$ cat src/rtl/usr_pkg.sv
// Shared definitions for the universal shift register command sequencer.
// Holds the shift-register mode codes, the command op codes and the
// sequencer FSM state encoding.
package usr_pkg;

    // Mode codes driven to universal_shift_reg
    localparam logic [1:0] MODE_HOLD = 2'b00;
    localparam logic [1:0] MODE_SHR  = 2'b01;
    localparam logic [1:0] MODE_SHL  = 2'b10;
    localparam logic [1:0] MODE_LOAD = 2'b11;

    // Command op codes
    localparam logic [1:0] OP_NOP  = 2'b00;
    localparam logic [1:0] OP_SHR  = 2'b01;
    localparam logic [1:0] OP_SHL  = 2'b10;
    localparam logic [1:0] OP_LOAD = 2'b11;

    typedef enum logic [1:0] {
        ST_IDLE  = 2'b00,
        ST_LOAD  = 2'b01,
        ST_SHIFT = 2'b10,
        ST_DONE  = 2'b11
    } state_t;

endpackage

$ cat src/rtl/usr_cmd_sequencer.sv
// Command sequencer for universal_shift_reg.
// Accepts LOAD / SHR / SHL / NOP commands over a valid/ready handshake and
// drives the shift register's mode, serial_in and parallel_in cycle by cycle,
// pulsing done for one cycle when each command completes.
//
// Ports:
//   clk          system clock, rising edge
//   rst          asynchronous reset, active-low
//   cmd_valid    command present
//   cmd_ready    sequencer can accept a command (transfer on valid & ready)
//   cmd_op       00 NOP, 01 SHR, 10 SHL, 11 LOAD
//   cmd_data     LOAD value, or serial bit source for shifts (LSB first)
//   cmd_count    number of shift cycles, clamped to WIDTH at acceptance
//   busy         command accepted and not yet finished
//   done         one-cycle completion pulse
//   mode         to shift register: 00 hold, 01 SHR, 10 SHL, 11 load
//   serial_in    to shift register serial input
//   parallel_in  to shift register parallel input
module usr_cmd_sequencer
    import usr_pkg::*;
#(
    parameter int WIDTH = 4,
    parameter int CNT_W = 3
) (
    input  logic             clk,
    input  logic             rst,
    input  logic             cmd_valid,
    output logic             cmd_ready,
    input  logic [1:0]       cmd_op,
    input  logic [WIDTH-1:0] cmd_data,
    input  logic [CNT_W-1:0] cmd_count,
    output logic             busy,
    output logic             done,
    output logic [1:0]       mode,
    output logic             serial_in,
    output logic [WIDTH-1:0] parallel_in
);

    // Shift count saturates at the register width
    function automatic logic [CNT_W-1:0] sat_count(input logic [CNT_W-1:0] c);
        if (c > CNT_W'(WIDTH)) begin
            return CNT_W'(WIDTH);
        end
        return c;
    endfunction

    state_t           state_q, state_d;
    logic [1:0]       mode_q, mode_d;
    logic             serial_q, serial_d;
    logic [WIDTH-1:0] par_q, par_d;
    logic             done_q, done_d;
    logic             busy_q, busy_d;
    logic             ready_q, ready_d;
    logic [CNT_W-1:0] idx_q, idx_d;

    // Captured command payload; only meaningful while a command is in flight
    logic [WIDTH-1:0] sdata_q;
    logic [CNT_W-1:0] cnt_q;
    logic [CNT_W-1:0] cnt_acc;
    logic             accept;

    assign accept  = (state_q == ST_IDLE) && cmd_valid && ready_q;
    assign cnt_acc = sat_count(cmd_count);

    always_comb begin
        state_d  = state_q;
        mode_d   = MODE_HOLD;
        serial_d = 1'b0;
        par_d    = par_q;
        done_d   = 1'b0;
        busy_d   = 1'b0;
        ready_d  = 1'b0;
        idx_d    = idx_q;

        case (state_q)
            ST_IDLE: begin
                ready_d = 1'b1;
                idx_d   = '0;
                if (accept) begin
                    ready_d = 1'b0;
                    busy_d  = 1'b1;
                    case (cmd_op)
                        OP_LOAD: begin
                            state_d = ST_LOAD;
                            mode_d  = MODE_LOAD;
                            par_d   = cmd_data;
                        end
                        OP_SHR, OP_SHL: begin
                            if (cnt_acc == '0) begin
                                state_d = ST_DONE;
                                done_d  = 1'b1;
                            end else begin
                                state_d  = ST_SHIFT;
                                mode_d   = (cmd_op == OP_SHR) ? MODE_SHR : MODE_SHL;
                                serial_d = cmd_data[0];
                            end
                        end
                        default: begin
                            state_d = ST_DONE;
                            done_d  = 1'b1;
                        end
                    endcase
                end
            end
            ST_LOAD: begin
                state_d = ST_DONE;
                done_d  = 1'b1;
                busy_d  = 1'b1;
            end
            ST_SHIFT: begin
                busy_d = 1'b1;
                // idx_q is the bit currently on serial_in; last bit ends the shift
                if ((idx_q + CNT_W'(1)) == cnt_q) begin
                    state_d = ST_DONE;
                    done_d  = 1'b1;
                end else begin
                    idx_d    = idx_q + CNT_W'(1);
                    mode_d   = mode_q;
                    serial_d = sdata_q[0];
                end
            end
            ST_DONE: begin
                state_d = ST_IDLE;
                ready_d = 1'b1;
            end
            default: begin
                state_d = ST_IDLE;
            end
        endcase
    end

    always_ff @(posedge clk or negedge rst) begin
        if (!rst) begin
            state_q  <= ST_IDLE;
            mode_q   <= MODE_HOLD;
            serial_q <= 1'b0;
            par_q    <= '0;
            done_q   <= 1'b0;
            busy_q   <= 1'b0;
            ready_q  <= 1'b0;
            idx_q    <= '0;
        end else begin
            state_q  <= state_d;
            mode_q   <= mode_d;
            serial_q <= serial_d;
            par_q    <= par_d;
            done_q   <= done_d;
            busy_q   <= busy_d;
            ready_q  <= ready_d;
            idx_q    <= idx_d;
        end
    end

    // Bit 0 goes out on the accept edge, so the register keeps the remaining
    // bits pre-shifted: sdata_q[0] is always the next bit to send.
    always_ff @(posedge clk) begin
        if (accept) begin
            sdata_q <= cmd_data >> 1;
            cnt_q   <= cnt_acc;
        end else if (state_q == ST_SHIFT) begin
            sdata_q <= sdata_q >> 1;
        end
    end

    assign cmd_ready   = ready_q;
    assign busy        = busy_q;
    assign done        = done_q;
    assign mode        = mode_q;
    assign serial_in   = serial_q;
    assign parallel_in = par_q;

endmodule
$ cat config.mk
export PLATFORM = sky130hd
export DESIGN_NAME = usr_cmd_sequencer
export DESIGN_NICKNAME = d
export VERILOG_FILES = /design/src/rtl/usr_pkg.sv /design/src/rtl/usr_cmd_sequencer.sv
export SDC_FILE = /design/constraint.sdc
export NUM_CORES = 1
export LEC_CHECK = 0
export CAP_MARGIN = 20
export CELL_PAD_IN_SITES_DETAIL_PLACEMENT = 0
export CELL_PAD_IN_SITES_GLOBAL_PLACEMENT = 1
export CORE_MARGIN = 1.5
export CORE_UTILIZATION = 25
export DETAILED_ROUTE_END_ITERATION = 10
export GPL_TIMING_DRIVEN = 0
export PLACE_DENSITY_LB_ADDON = 0.1
export RECOVER_POWER = 50
export SLEW_MARGIN = 15
export SYNTH_ARGS = -nofsm -noshare
export SYNTH_HDL_FRONTEND = slang
export SYNTH_SLANG_ARGS = --single-unit
$ cat constraint.sdc
create_clock -name clk -period 2.14 [get_ports clk]
set_input_delay 0.535 -clock clk [delete_from_list [all_inputs] [get_ports clk]]
set_output_delay 0.535 -clock clk [all_outputs]
set_load 0.005 [all_outputs]
==> results.md <==
* CTS Buf Count at 3
* Hold Crit Depth at 2
* Commonest cells post-synth: dfrtp_1, nand2_1, ha_1, nor2_1
* Gr usage total at 0.1131
* # IOs at 22
* Mux contribution to synthesized area at 0.06116
* N_diodes at 0
* Final hold violations at 0
* Top-count cell post-synth: dfrtp_1
* Cell Area, Synth at 1105 um^2
* Max H-tree Level at 1
* Non-Filler Instances at 171
* Max incr delay on CP at 510 ps
* Clk_lat worst skew at 260 ps
* Placed insts at 167
* Vias in the first global route at 867
* Total power at 1.747 mW
* Post-synthesis register bit count at 21
* Main flop type after synthesis: dfrtp_1
* Fin. max-slew vios at 0
* DRT Wirelength at 2370 um
* Routability Congestion at 0.6828
* Reg-to-Reg Start: idx_q[0]$_DFFE_PN0P_
* Cell taking the most area after synthesis: dfrtp_1
* Initial core utilization at 0.2685
* CTS tree: built
* Synth warnings at 0
* Die ar. at 4827 um^2
* Peak Freq at 488.2 MHz
* Post-route DRC at 0
* Slowest-stage cell, CP: clkdlybuf4s50_1
* DR iter-0 viols at 35
* Setup Viol. Count Final at 0
* Core area at 4115 um^2
* Final HPWL DP at 1804 um
* Clk root buf: clkbuf_8
* Critical path fanouts, max at 3
* Layout fillers at 422
* Simple-Gate Fraction of Synth Area at 0.1302
* CTS clk-pin slew, worst paths at 80 ps
* CP Class: in -> reg
* Floorplan row count at 23
* Compound-gate portion of the synthesized area at 0.1280
* Layout cells sized above 1 at 0.1322
* Synth Area in Adders at 0.1133
* Hold_sp: mode[1]$_DFFE_PN0N_
* Combinational family with the most area after synthesis: simple AND/OR/NAND/NOR gates
* Setup crit start kind: input port
* Clock Sinks at 21
* XOR/XNOR Fraction of Synth Area at 0.03737
* Via density at 4.474
* Hold Path Class: reg -> reg
* Slew margin rel. at 0.5050
* Post-synth EDFFs at 6
* Post-synth top area share at 0.3398
* Area occupied by multi-input gates at 531.8 um^2
* Post-synthesis sequential area ratio at 0.5028
* Reg area at 555.5 um^2
* Die Height at 69.48 um
* ANT nets after route at 0
* First-pass GRT wire length at 4291 um
* Tightest Pin Transition at 740.1 ps
* Hold path endpoint: mode[1]$_DFFE_PN0N_
* R2R cell count at 5
* Status: finished, final reports clean
* Setup TNS at 0 ps
* Synthesis-to-finish area growth at 30.12%
* Asr flop ratio synth at 0.7143
* Final period util at 0.9572
* Final Core Density at 0.3493
* CP Data Arrival Time at 2200 ps
* Reg2reg end: idx_q[1]$_DFFE_PN0P_
* CP startpoint: cmd_op[1]
* Pleak at 0.6506 nW
* Total grt overflow at 0
* Nets at 144
* Avg Cell Area, Syn at 11.51 um^2
* Synth cell types at 30
* Worst EP required at 2290 ps
* Post-synthesis net count at 118
* Max rail drop VDD at 516.5 uV
* TritonRoute pass-1 iters at 4
* Syn Inst Count at 96
* Wire per inst at 13.86 um
* FF-to-FF setup slack at 150 ps
* Initial antenna violation count at 0
* DIE WIDTH at 69.48 um
* Routed via count at 765
* Port bufs at 21
* Max Cap Viol at 0
* Power Density at 1215 nW/um^2
* Hold Buf Count CTS at 0
* Largest net degree at the start of global routing at 16
* Largest cells by area after synthesis: dfrtp_1, edfxtp_1, ha_1, mux2_2, nand2_1
* Crit end category: flop
* Fin crit period at 2048 ps
* Unrepaired setup endpoints after global routing: false
* Max clock buf depth at 2
* Final Skew at 2.220 ps
* Crit-path cells: clkdlybuf4s50_1 -> inv_1 -> ha_4 -> a21o_1 -> or3b_2 -> a22o_1
[where the power goes]
part	internal [mW]	switching (mW)
Combinational	0.431	0.394
Clock	0.130	0.138
Sequential	0.574	0.0809
[per-layer routing]
layer	track usage	vias up	part of all wire
met3	0.02471	2	0.029
met1	0.1611	367	0.51
li1	-	388	-
met4	0.04575	0	0.0089
met5	0	-	0
met2	0.1656	8	0.45
[registers in the layout, indices dropped and copies added, names as in the netlist, 2 cells and up]
signal and count:
idx_q 3, cnt_q 3, mode 2, sdata_q 3, parallel_in 4, state_q 2
[critical path: cells and delay by family]
family                   cells  cell delay, ps
buffers and inverters        2             600
adder cells (fa/ha/maj)      1             230
AO/OA/AOI/OAI                2             370
AND/OR/NAND/NOR              1             470
[final cells by class]
class,count,area share
clock buffers,3,0.02872
repair buffers,21,0.1453
multi-input cells,67,0.3699
plain buffers,1,0.002611
inverters,7,0.02002
well taps,50,0.04352
clock inverters,1,0.003481
flip-flops and latches,21,0.3864
[kinds of logic after synthesis]
group           Yosys count
fa+ha+maj                10
simple gates             30
xor+xnor                  3
mux                       6
buf+inv                   8
compound gates           18
flops                    21
[cells in the final DEF, fill, tap and decap left out, types with 3 or more instances in the layout]
master,netlist,layout
dfrtp_1,15,15
inv_1,6,6
nor2_1,8,8
mux2_2,5,5
ha_1,10,9
nand2_1,12,12
clkdlybuf4s50_1,0,11
edfxtp_1,6,6
a21oi_1,4,4
clkbuf_8,0,3
a22o_1,3,3
dlygate4sd3_1,0,9
[how the worst max path moves through the flow]
| stage | endpoint | depth (start not counted) | slack, ps |
|---|---|---|---|
| floorplan | idx_q[1]$_DFFE_PN0P_ | 5 | 320 |
| global placement | state_q[0]$_DFFE_PN0P_ | 6 | -300 |
| detailed placement | state_q[0]$_DFFE_PN0P_ | 6 | -310 |
| CTS | state_q[0]$_DFFE_PN0P_ | 6 | 80 |
| global route | state_q[0]$_DFFE_PN0P_ | 6 | 20 |
| finish | state_q[0]$_DFFE_PN0P_ | 6 | 90 |
[what timing repair did]
item	CTS	global route
setup buffers	0	0
endpoints found under the hold margin	0	0
gates resized for setup	2	1
endpoints found under the setup margin	1	1
gates cloned	0	0
pin swaps	0	0
[through the flow]
step / instance area [um^2] / setup WS (ps) / hold slack [ps]
after detailed placement: 1378 / -306.5 / 472.9
after floorplan: 1105 / 315.1 / 239.4
after global routing: 1438 / 19.79 / 525.8
after global placement: 1378 / -299.8 / 474.3
final: 1438 / 91.68 / 481.1
after CTS: 1435 / 80.62 / 494.5
No activity file was read; power rests on OpenSTA's default activity.
